==> src/rtl/keypad_debouncer_pkg.sv <==
// ---------------------------------------------------------------------------
// keypad_debouncer_pkg
// Shared definitions for the combination-lock keypad front end:
//   - bus widths (PB_W raw buttons, KEY_W key code)
//   - key-code constants (KEY_ENTER, KEY_BACK)
//   - debouncer FSM state encodings
//   - small constant helper used for counter sizing
// ---------------------------------------------------------------------------
package keypad_debouncer_pkg;

  localparam int KEY_W = 5;
  localparam int PB_W  = 20;

  // Codes 0x00-0x0F are hex digits; everything from ENTER upward is a
  // command or spare key and never auto-repeats.
  localparam logic [KEY_W-1:0] KEY_ENTER = 5'h10;
  localparam logic [KEY_W-1:0] KEY_BACK  = 5'h11;

  localparam logic [1:0] ST_IDLE     = 2'd0;
  localparam logic [1:0] ST_DEBOUNCE = 2'd1;
  localparam logic [1:0] ST_HELD     = 2'd2;
  localparam logic [1:0] ST_RELEASE  = 2'd3;

  // Larger of two integers, for sizing the shared repeat counter.
  function automatic int max_int(input int a, input int b);
    return (a > b) ? a : b;
  endfunction

endpackage

==> src/rtl/keypad_debouncer_if.sv <==
// ---------------------------------------------------------------------------
// keypad_debouncer_if
// Bundle between the push-button source and the debouncer.
//   pb        : raw active-high buttons (source -> debouncer)
//   key_valid : one-cycle accepted press / repeat strobe
//   key_code  : index of accepted button, held between strobes
//   key_held  : accepted key currently in HELD or RELEASE
//   multi_err : more than one synchronised button set
// master = button source / consumer side, slave = debouncer.
// ---------------------------------------------------------------------------
interface keypad_debouncer_if;
  import keypad_debouncer_pkg::*;

  logic [PB_W-1:0]  pb;
  logic             key_valid;
  logic [KEY_W-1:0] key_code;
  logic             key_held;
  logic             multi_err;

  modport master (
    output pb,
    input  key_valid,
    input  key_code,
    input  key_held,
    input  multi_err
  );

  modport slave (
    input  pb,
    output key_valid,
    output key_code,
    output key_held,
    output multi_err
  );

endinterface

==> src/rtl/keypad_debouncer_key_onehot_enc.sv <==
// ---------------------------------------------------------------------------
// key_onehot_enc
// Combinational 20-to-5 encoder.
//   vec  : synchronised button vector
//   one  : exactly one bit of vec set
//   none : vec is zero
//   idx  : index of the set bit (meaningful only when one is high)
// ---------------------------------------------------------------------------
module key_onehot_enc
  import keypad_debouncer_pkg::*;
(
  input  logic [PB_W-1:0]  vec,
  output logic             one,
  output logic             none,
  output logic [KEY_W-1:0] idx
);

  logic [1:0] hits_s;  // number of set bits, saturating at 2

  // Count set bits (saturating) and record the position of a set bit.
  always_comb begin
    hits_s = 2'd0;
    idx    = {KEY_W{1'b0}};
    for (int i = 0; i < PB_W; i++) begin
      if (vec[i]) begin
        idx = KEY_W'(i);
        if (hits_s != 2'd2) begin
          hits_s = hits_s + 2'd1;
        end else begin
          hits_s = hits_s;
        end
      end else begin
        idx = idx;
      end
    end
    one  = (hits_s == 2'd1);
    none = (hits_s == 2'd0);
  end

endmodule

==> src/rtl/keypad_debouncer.sv <==
// ---------------------------------------------------------------------------
// keypad_debouncer
// Synchronises the raw push-button bus, debounces presses and releases,
// and emits one key_valid strobe per accepted single-key press, plus
// optional typematic repeats for held digit keys.
// Ports:
//   clk   : system clock
//   reset : asynchronous, active-high
//   kp    : keypad_debouncer_if.slave (pb in; key_valid, key_code,
//           key_held, multi_err out, all registered)
// ---------------------------------------------------------------------------
module keypad_debouncer
  import keypad_debouncer_pkg::*;
#(
  parameter int DEBOUNCE_CYCLES = 3,
  parameter int REPEAT_EN       = 1,
  parameter int REPEAT_DELAY    = 50,
  parameter int REPEAT_RATE     = 10
) (
  input  logic              clk,
  input  logic              reset,
  keypad_debouncer_if.slave kp
);

  localparam int CNT_W  = $clog2(DEBOUNCE_CYCLES + 1);
  localparam int RCNT_W = $clog2(max_int(REPEAT_DELAY, REPEAT_RATE) + 1);

  localparam logic [CNT_W:0]    DEB_C   = (CNT_W + 1)'(DEBOUNCE_CYCLES);
  localparam logic [RCNT_W-1:0] DELAY_C = RCNT_W'(REPEAT_DELAY);
  localparam logic [RCNT_W-1:0] RATE_C  = RCNT_W'(REPEAT_RATE);
  localparam logic              REP_ON  = (REPEAT_EN != 0);
  // With a single required sample the first stable observation already
  // completes the debounce, so the intermediate states are skipped.
  localparam logic              DEB_ONE = (DEBOUNCE_CYCLES <= 1);

  logic [PB_W-1:0]   sync1_r, sync2_r;
  logic              one_s, none_s;
  logic [KEY_W-1:0]  idx_s;

  logic [1:0]        state_r, state_nxt_s;
  logic [CNT_W-1:0]  cnt_r, cnt_nxt_s;
  logic [CNT_W:0]    cnt_inc_s;
  logic [RCNT_W-1:0] rcnt_r, rcnt_nxt_s, rcnt_inc_s, rep_target_s;
  logic              rep_phase_r, rep_phase_nxt_s;  // 0: initial delay, 1: rate
  logic [KEY_W-1:0]  cand_r, cand_nxt_s;
  logic              key_valid_r, key_valid_nxt_s;
  logic [KEY_W-1:0]  key_code_r, key_code_nxt_s;
  logic              key_held_r, key_held_nxt_s;
  logic              multi_err_r;

  // Two-flop synchroniser for the asynchronous button bus.
  always_ff @(posedge clk or posedge reset) begin
    if (reset) begin
      sync1_r <= {PB_W{1'b0}};
      sync2_r <= {PB_W{1'b0}};
    end else begin
      sync1_r <= kp.pb;
      sync2_r <= sync1_r;
    end
  end

  key_onehot_enc u_enc (
    .vec  (sync2_r),
    .one  (one_s),
    .none (none_s),
    .idx  (idx_s)
  );

  assign cnt_inc_s    = {1'b0, cnt_r} + {{CNT_W{1'b0}}, 1'b1};
  assign rcnt_inc_s   = (rcnt_r == {RCNT_W{1'b1}}) ? rcnt_r : (rcnt_r + {{(RCNT_W-1){1'b0}}, 1'b1});
  assign rep_target_s = rep_phase_r ? RATE_C : DELAY_C;

  // Debounce / hold / release state machine, next-state and strobe logic.
  always_comb begin
    state_nxt_s     = state_r;
    cnt_nxt_s       = cnt_r;
    rcnt_nxt_s      = rcnt_r;
    rep_phase_nxt_s = rep_phase_r;
    cand_nxt_s      = cand_r;
    key_valid_nxt_s = 1'b0;
    key_code_nxt_s  = key_code_r;

    case (state_r)
      ST_IDLE: begin
        if (one_s) begin
          cand_nxt_s = idx_s;
          if (DEB_ONE) begin
            key_valid_nxt_s = 1'b1;
            key_code_nxt_s  = idx_s;
            rcnt_nxt_s      = {RCNT_W{1'b0}};
            rep_phase_nxt_s = 1'b0;
            cnt_nxt_s       = {CNT_W{1'b0}};
            state_nxt_s     = ST_HELD;
          end else begin
            cnt_nxt_s   = {{(CNT_W-1){1'b0}}, 1'b1};
            state_nxt_s = ST_DEBOUNCE;
          end
        end else begin
          state_nxt_s = ST_IDLE;
        end
      end

      ST_DEBOUNCE: begin
        if (one_s && (idx_s == cand_r)) begin
          if (cnt_inc_s >= DEB_C) begin
            key_valid_nxt_s = 1'b1;
            key_code_nxt_s  = cand_r;
            rcnt_nxt_s      = {RCNT_W{1'b0}};
            rep_phase_nxt_s = 1'b0;
            cnt_nxt_s       = {CNT_W{1'b0}};
            state_nxt_s     = ST_HELD;
          end else begin
            cnt_nxt_s = cnt_inc_s[CNT_W-1:0];
          end
        end else begin
          cnt_nxt_s   = {CNT_W{1'b0}};
          state_nxt_s = ST_IDLE;
        end
      end

      ST_HELD: begin
        if (none_s) begin
          if (DEB_ONE) begin
            cnt_nxt_s   = {CNT_W{1'b0}};
            state_nxt_s = ST_IDLE;
          end else begin
            cnt_nxt_s   = {{(CNT_W-1){1'b0}}, 1'b1};
            state_nxt_s = ST_RELEASE;
          end
        end else if (REP_ON && (cand_r < KEY_ENTER)) begin
          // Typematic: first strobe after the delay, then every rate period.
          if (rcnt_inc_s == rep_target_s) begin
            key_valid_nxt_s = 1'b1;
            key_code_nxt_s  = cand_r;
            rcnt_nxt_s      = {RCNT_W{1'b0}};
            rep_phase_nxt_s = 1'b1;
          end else begin
            rcnt_nxt_s = rcnt_inc_s;
          end
        end else begin
          state_nxt_s = ST_HELD;
        end
      end

      ST_RELEASE: begin
        if (none_s) begin
          if (cnt_inc_s >= DEB_C) begin
            cnt_nxt_s   = {CNT_W{1'b0}};
            state_nxt_s = ST_IDLE;
          end else begin
            cnt_nxt_s = cnt_inc_s[CNT_W-1:0];
          end
        end else begin
          // Release bounce: resume holding, repeat timing preserved.
          cnt_nxt_s   = {CNT_W{1'b0}};
          state_nxt_s = ST_HELD;
        end
      end

      default: begin
        cnt_nxt_s   = {CNT_W{1'b0}};
        state_nxt_s = ST_IDLE;
      end
    endcase

    key_held_nxt_s = (state_nxt_s == ST_HELD) || (state_nxt_s == ST_RELEASE);
  end

  // FSM state, counters and registered outputs.
  always_ff @(posedge clk or posedge reset) begin
    if (reset) begin
      state_r     <= ST_IDLE;
      cnt_r       <= {CNT_W{1'b0}};
      rcnt_r      <= {RCNT_W{1'b0}};
      rep_phase_r <= 1'b0;
      cand_r      <= {KEY_W{1'b0}};
      key_valid_r <= 1'b0;
      key_code_r  <= {KEY_W{1'b0}};
      key_held_r  <= 1'b0;
      multi_err_r <= 1'b0;
    end else begin
      state_r     <= state_nxt_s;
      cnt_r       <= cnt_nxt_s;
      rcnt_r      <= rcnt_nxt_s;
      rep_phase_r <= rep_phase_nxt_s;
      cand_r      <= cand_nxt_s;
      key_valid_r <= key_valid_nxt_s;
      key_code_r  <= key_code_nxt_s;
      key_held_r  <= key_held_nxt_s;
      multi_err_r <= !one_s && !none_s;
    end
  end

  assign kp.key_valid = key_valid_r;
  assign kp.key_code  = key_code_r;
  assign kp.key_held  = key_held_r;
  assign kp.multi_err = multi_err_r;

endmodule

==> src/flat_wrapper.sv <==
// flat-port wrapper written by rule: the top's interface ports become plain ports
module keypad_debouncer_flat import keypad_debouncer_pkg::*;
#(
  parameter int DEBOUNCE_CYCLES = 3,
  parameter int REPEAT_EN       = 1,
  parameter int REPEAT_DELAY    = 50,
  parameter int REPEAT_RATE     = 10
)
  (clk, reset, kp_pb, kp_key_valid, kp_key_code, kp_key_held, kp_multi_err);
  keypad_debouncer_if kp_i ();
  input  logic clk;
  input  logic reset;
  input wire logic [$bits(kp_i.pb)-1:0] kp_pb;
  output wire logic [$bits(kp_i.key_valid)-1:0] kp_key_valid;
  output wire logic [$bits(kp_i.key_code)-1:0] kp_key_code;
  output wire logic [$bits(kp_i.key_held)-1:0] kp_key_held;
  output wire logic [$bits(kp_i.multi_err)-1:0] kp_multi_err;
  assign kp_i.pb = kp_pb;
  assign kp_key_valid = kp_i.key_valid;
  assign kp_key_code = kp_i.key_code;
  assign kp_key_held = kp_i.key_held;
  assign kp_multi_err = kp_i.multi_err;
  keypad_debouncer #(.DEBOUNCE_CYCLES(DEBOUNCE_CYCLES), .REPEAT_EN(REPEAT_EN), .REPEAT_DELAY(REPEAT_DELAY), .REPEAT_RATE(REPEAT_RATE)) u_core (.clk(clk), .reset(reset), .kp(kp_i));
endmodule
==> config.mk <==
export PLATFORM = sky130hd
export DESIGN_NAME = keypad_debouncer_flat
export DESIGN_NICKNAME = d
export VERILOG_FILES = /design/src/rtl/keypad_debouncer_pkg.sv /design/src/rtl/keypad_debouncer_if.sv /design/src/rtl/keypad_debouncer_key_onehot_enc.sv /design/src/rtl/keypad_debouncer.sv /design/src/flat_wrapper.sv
export SDC_FILE = /design/constraint.sdc
export NUM_CORES = 1
export LEC_CHECK = 0
export CORE_MARGIN = 1
export CORE_UTILIZATION = 35
export DETAILED_ROUTE_END_ITERATION = 8
export DONT_BUFFER_PORTS = 1
export HOLD_SLACK_MARGIN = 0.05
export PLACE_DENSITY = 0.47
export SYNTH_ARGS = -nofsm -noshare
export SYNTH_HDL_FRONTEND = slang
export SYNTH_HIERARCHICAL = 1
export SYNTH_SLANG_ARGS = --single-unit
==> constraint.sdc <==
create_clock -name clk -period 11.65 [get_ports clk]
set_clock_uncertainty 0.05 [all_clocks]
set_input_delay 2.33 -clock clk [delete_from_list [all_inputs] [get_ports clk]]
set_output_delay 2.33 -clock clk [all_outputs]
set_load 0.05 [all_outputs]
Yosys cells after proc, flatten, opt, wreduce, memory -nomap -nowiden
Cells that the tools add are included.
- $add $sub $neg: 21
- order comparisons: 2
- eq/ne operators: 35
- mux-type cells: 98
- reduce and logical (&&, ||, !) cells: 12
- operators with widths (cell ; count):
    two-way mux 5 bit ; 23
    two-way mux 2 bit ; 49
    two-way mux 6 bit ; 7
    adder 2 x 1 -> 2 bit (second input constant) ; 19
    != test 2 bit (second input constant) ; 19
    case mux 2 bit (4 select lines) ; 2
    two-way mux 1 bit ; 13
    != test 2 x 1 -> 1 bit (second input constant) ; 6
    case mux 6 bit (2 select lines) ; 1
    case mux 5 bit (2 select lines) ; 1
    == test 2 bit (second input constant) ; 4
    adder 6 x 1 -> 6 bit (second input constant) ; 1
    == test 6 bit ; 1
    == test 6 bit (second input constant) ; 1
    AND reduction 6 bit ; 1
    == test 5 bit ; 1
    < comparator 5 bit (second input constant) ; 1
    AND reduction 5 bit ; 1
    == test 2 x 1 -> 1 bit (second input constant) ; 2
    logical NOT 2 bit ; 2
    case mux 1 bit (2 select lines) ; 2
    AND reduction 2 bit ; 2
    adder 2 x 1 -> 3 bit (second input constant) ; 1
    greater-or-equal comparator 3 x 2 -> 1 bit (second input constant) ; 1
    other kinds (5) ; 7
- output and inout bits: 8
- word-level logic and storage cells: 179
- register bits: 64

Depth between registers and ports, before layout
- word-level depth: 64
- gate-level depth with buffers: 34
- depth with buffers taken out: 34

By module
The synthesis kept the hierarchy.
- by module, submodules not included (module ; seq. area each (µm²) ; area an instance (µm²) ; times used ; cells an instance):
    key_onehot_enc ; 0.0 ; 2457.4 ; 1 ; 333
    keypad_debouncer ; 1601.5 ; 2336.0 ; 1 ; 171

Worst setup path before layout
Ideal clock, no wire load.
- path kind: register to register
- from: register u_core.sync2_r[0]
- to: register u_core.key_code_r[0] (netlist: u_core/kp.key_code[0])
- path slack: 3438 ps
- arrival: 8037 ps
- stages on the path, launching flop included: 35
- path through: dfrtp_1 > inv_1 > ha_1 > nor3b_2 > a211o_1 > or3_4 > a31oi_4 > a311oi_1 > or3_4 > xor2_2 > a211o_1 > and4_4 > o31ai_4 > nor3_1 > mux2i_1 > or4_4 > a211o_1 > and2_4 > o221ai_4 > o21ai_0 > and2_1 > o21a_1 > o21ai_0 > nand2_1 > ha_1 > nand2b_1 > nand2_1 > ha_1 > and2_1 > a211oi_1 > and3_1 > nand3_1 > a22o_1 > a21oi_4 > mux2_2
- cells in the longest elaborated chain, start to end: 62
- elaborated cells between the ends (all ways): 83
- those cells by class: add/sub: 19; eq/ne: 22; mux: 39; reduce/logical: 3
- RTL lines (item ; RTL line ; text):
    start, declared ; keypad_debouncer.sv:36 ; logic [PB_W-1:0] sync1_r, sync2_r;
    start signal, assigned ; keypad_debouncer.sv:55 ; sync2_r <= {PB_W{1'b0}};
    start signal, assigned ; keypad_debouncer.sv:58 ; sync2_r <= sync1_r;
    two-way mux 1 bit (*) ; keypad_debouncer_key_onehot_enc.sv:25 ; if (vec[i]) begin
    adder 2 x 1 -> 2 bit / != test 1 x 2 -> 1 bit (equally long branches) ; keypad_debouncer_key_onehot_enc.sv:28, keypad_debouncer_key_onehot_enc.sv:27 ;
    two-way mux 2 bit ; keypad_debouncer_key_onehot_enc.sv:27 ; if (hits_s != 2'd2) begin
    two-way mux 2 bit (*) ; keypad_debouncer_key_onehot_enc.sv:25 ;
    adder 2 x 1 -> 2 bit / != test 2 bit (equally long branches) ; keypad_debouncer_key_onehot_enc.sv:28, keypad_debouncer_key_onehot_enc.sv:27 ;
    two-way mux 2 bit ; keypad_debouncer_key_onehot_enc.sv:27 ;
    two-way mux 2 bit (*) ; keypad_debouncer_key_onehot_enc.sv:25 ;
    adder 2 x 1 -> 2 bit / != test 2 bit (equally long branches) ; keypad_debouncer_key_onehot_enc.sv:28, keypad_debouncer_key_onehot_enc.sv:27 ;
    [47 not listed] ; - ;
    adder 2 x 1 -> 2 bit / != test 2 bit (equally long branches) ; keypad_debouncer_key_onehot_enc.sv:28, keypad_debouncer_key_onehot_enc.sv:27 ;
    two-way mux 2 bit ; keypad_debouncer_key_onehot_enc.sv:27 ;
    two-way mux 2 bit (*) ; keypad_debouncer_key_onehot_enc.sv:25 ;
    == test 2 x 1 -> 1 bit (*) ; keypad_debouncer_key_onehot_enc.sv:36 ; one = (hits_s == 2'd1);
    via u_core.one_s ; keypad_debouncer.sv:37 ; logic one_s, none_s;
    logical AND 1 bit (*) ; keypad_debouncer.sv:104 ; if (one_s && (idx_s == cand_r)) begin
    != test 2 x 1 -> 1 bit (no line) (*) ; - ;
    AND reduction 6 bit (no line) (*) ; - ;
    end signal, assigned ; keypad_debouncer.sv:178 ; key_code_r <= {KEY_W{1'b0}};
    end signal, assigned ; keypad_debouncer.sv:188 ; key_code_r <= key_code_nxt_s;
    end, declared ; keypad_debouncer.sv:47 ; logic [KEY_W-1:0] key_code_r, key_code_nxt_s;
Mark *: on every way through the listed nets, which the timed path passes. The rest lies on a longest branch.
A chain may end at the register's enable or synchronous reset.

Final worst setup path
- from: register u_core.sync2_r[0]
- to: register u_core.key_code_r[2] (netlist: u_core/kp.key_code[2])
The elaborated chain is that of the path after synthesis.

==> impl_metrics.tcl <==
set metrics [dict create \
    status "finished clean" \
    rows 42 \
    postRouteAntennaNets 0 \
    synth_top_family_by_area "compound AO/OA/AOI/OAI gates" \
    slowest_stage "or4_4" \
    swShare_pct 38.85 \
    cts_buffers 9 \
    synth_compound_area_share_pct 31.11 \
    synth-seq-cells 64 \
    cpPeakStageDelay_ns 0.55 \
    avgSynthCellArea_um2 9.511 \
    cts_hold_buf 0 \
    p_int_mw 0.6460 \
    grt_pass1_wl_um 18390 \
    finalNetCount 535 \
    r2r_start "u_core/sync2_r[0]$_DFF_PP0_" \
    dieArea_um2 14170 \
    synth_edf_count 0 \
    drive_above_1_share_pct 16.04 \
    setup_viol 0 \
    dp_hpwl_um 8144 \
    maxCapViolations 0 \
    synth_cell_types 104 \
    cp_max_fo 8 \
    holdCritStartpoint "u_core/sync1_r[5]$_DFF_PP0_" \
    synth_fa_ha_area_share_pct 3.393 \
    comb_power_share_pct 45.9 \
    diodes 0 \
    final.setup.tns_ns 0 \
    grt.total_usage_pct 16.14 \
    clk_path_buf_depth 2 \
    cts_root_buffer "clkbuf_16" \
    cp-start-kind "flip-flop" \
    yosysWarnings 6 \
    rsz0062_at_grt "no" \
    critPathArrivalTime_ns 9.33 \
    vdd_ir_drop_max_v 0.00009162 \
    gp_congestion 0.8786 \
    path_clk_slew_ns 0.05 \
    hold_path.class "flip-flop to flip-flop" \
    cts_setup_buffers 0 \
    p_seq_share_pct 26.1 \
    leakagePower_nw 2.070 \
    total_power_mw 1.056 \
    portBuffers 0 \
    post-route-period-util_pct 78.69 \
    io_pins 30 \
    cts_tree "yes" \
    die_x_um 119.0 \
    num_vias 3853 \
    pwr_density_cell_nw_per_um2 200.1 \
    startpoint "u_core/sync2_r[0]$_DFF_PP0_" \
    fmax_ghz 0.1091 \
    routed_wirelength_um 10780 \
    slew_violations 0 \
    seqCellArea_um2 1602 \
    wl_per_cell_um 15.82 \
    worst_pin_slew_ns 0.8059 \
    clock_latency_ns 0.33 \
    synth_flop_cell "dfrtp_1" \
    post_cts_resized 0 \
    syn_to_final_growth_pct 10.13 \
    antenna_found_initial 0 \
    cts_sinks 64 \
    clockPowerShare_pct 28.0 \
    firstDrtPassIters 4 \
    yosys.area_share.simple_pct 20.41 \
    vias_per_cell 5.658 \
    power_switching_mw 0.4104 \
    synthesis.nets 539 \
    coreArea_um2 13300 \
    h-tree-depth 3 \
    die_y_um 119.0 \
    synthArstFlopShare_pct 100.0 \
    seq_area_frac_synth_pct 33.41 \
    route.detailed.drc 0 \
    synth_cells 504 \
    multiInputGateArea_um2 3038 \
    syn_area_um2 4793 \
    required_ns 11.81 \
    start_util_pct 36.05 \
    max-slew-margin-rel_pct 46.27 \
    grt_max_degree 65 \
    worstSetupPathType "flip-flop to flip-flop" \
    fillers 1310 \
    timing.final.crit_period_ns 9.168 \
    crit_path_end_kind "flip-flop" \
    drt_iter0_drc 300 \
    hold_viol 0 \
    grt_pass1_vias 3781 \
    muxShareOfSynthArea_pct 3.602 \
    synth_xor_xnor_area_share_pct 4.855 \
    global_route.overflow_total 0 \
]
flip-flops by register name, summed over array words and instances (netlist names):
name,cells
u_core/state_r,2
u_core/rep_phase_r,1
u_core/sync2_r,20
u_core/kp.key_code,5
u_core/kp.key_held,1
u_core/sync1_r,20
u_core/kp.key_valid,1
u_core/cnt_r,2
u_core/cand_r,5
u_core/kp.multi_err,1
u_core/rcnt_r,6
through the flow:
step | area, um^2 | setup WS (ns) | hold WS, ns | utilization, % | std cells
6_report | 5279 | 2.482 | 0.2956 | 39.70 | 681
2_1_floorplan | 4793 | 3.438 | 0.2812 | - | 504
4_1_cts | 5279 | 2.451 | 0.2965 | 39.70 | 681
3_5_place_dp | 4946 | 2.494 | 0.2858 | 37.20 | 665
5_1_grt | 5279 | 1.777 | 0.3051 | 39.70 | 681
3_3_place_gp | 4946 | 2.612 | 0.2826 | 37.20 | 665
cells by family (layout without fill, tap and decap cells):
kind of cell	count (synthesis)	count (layout)
flip-flops	64	64
adder cells (fa/ha/maj)	13	13
multiplexers	15	15
AND/OR/NAND/NOR	175	175
XOR/XNOR	18	18
buffers and inverters	37	38
AO/OA/AOI/OAI	182	182
metal layers:
layer / global-route usage, % / routed length (um)
met3: 3.927 / 419
met5: 0 / 0
met2: 25.15 / 4990
met4: 6.250 / 154
met1: 21.46 / 5210
path summary, 6_finish.rpt:
check	cells after the start	slack [ns]	end
setup / recovery	34	2.48	u_core/kp.key_code[2]$_DFFE_PP0P_
hold / removal	0	0.30	u_core/sync2_r[5]$_DFF_PP0_
min in group asynchronous	2	2.07	u_core/state_r[1]$_DFF_PP0_
hold reg to reg	0	0.30	u_core/sync2_r[5]$_DFF_PP0_
setup reg to reg	34	2.48	u_core/kp.key_code[2]$_DFFE_PP0P_
max in group asynchronous	2	8.95	u_core/sync2_r[14]$_DFF_PP0_
cell usage in the layout (no fill, tap or decap), types with 6 or more instances in the layout:
cell type   n
o211ai_1   11
o21ai_0    22
and2_1     13
xnor2_1     6
ha_1       13
dfrtp_1    64
nor2_1     38
mux2_2     11
nand4_1     6
a211o_1     7
o31ai_1     7
inv_1      18
clkbuf_16   9
a21oi_1    28
nor2b_1     6
nand2_1    33
a31oi_1     7
a211oi_1    8
nand2b_1    9
nand3_1     9
nor3_1     17
cells in the mapped netlist (all sizes together), types with 4 or more instances:
master	count	area share [%]
and2	14	1.9
a211o	7	1.3
nor3	17	1.8
a21oi	29	3.3
buf	4	0.63
o31ai	10	2.4
xor2	9	2.7
or2	7	0.97
nand4	6	0.78
o31a	5	0.94
a22oi	4	0.63
a31o	4	0.73
ha	13	3.4
nand2	34	2.8
nand2b	9	1.2
o211ai	11	1.7
o32ai	4	1.0
o21ai	27	3.0
nand3	9	0.94
clkbuf	12	0.94
a31oi	9	1.6
or3	7	1.2
nor2	41	3.5
nor2b	6	0.78
nor4	5	0.78
dfrtp	64	33
o21a	4	0.63
mux2	12	2.9
o2111ai	5	0.91
xnor2	9	2.1
and3	6	0.89
inv	19	1.5
a211oi	11	2.2
critical path, delay by kind of cell, from the launching register on:
kind,cells,cell delay [ns]
AO/OA/AOI/OAI,14,4.18
AND/OR/NAND/NOR,13,2.78
adder cells (fa/ha/maj),3,0.86
multiplexers,2,0.51
flip-flops,1,0.37
XOR/XNOR,1,0.18
buffers and inverters,1,0.07
power by group through the flow:
| stage | Combinational, mW | Sequential [mW] | Clock, mW |
|---|---|---|---|
| final | 0.485 | 0.276 | 0.296 |
| after global routing | 0.539 | 0.279 | 0.315 |
| after CTS | 0.484 | 0.276 | 0.306 |
| after detailed placement | 0.481 | 0.280 | 0 |
| after global placement | 0.481 | 0.280 | 0 |
| after floorplan | 0.408 | 0.268 | 0 |
area by class of cell:
cell class | count | area share [%]
tap | 176 | 4.172
sequential | 64 | 30.34
clock inverter | 4 | 1.446
multi-input combinational | 403 | 57.55
inverter | 21 | 1.493
clock buffer | 12 | 4.859
timing repair buffer | 1 | 0.1422
Note: power is estimated with default switching activity, not from simulation.
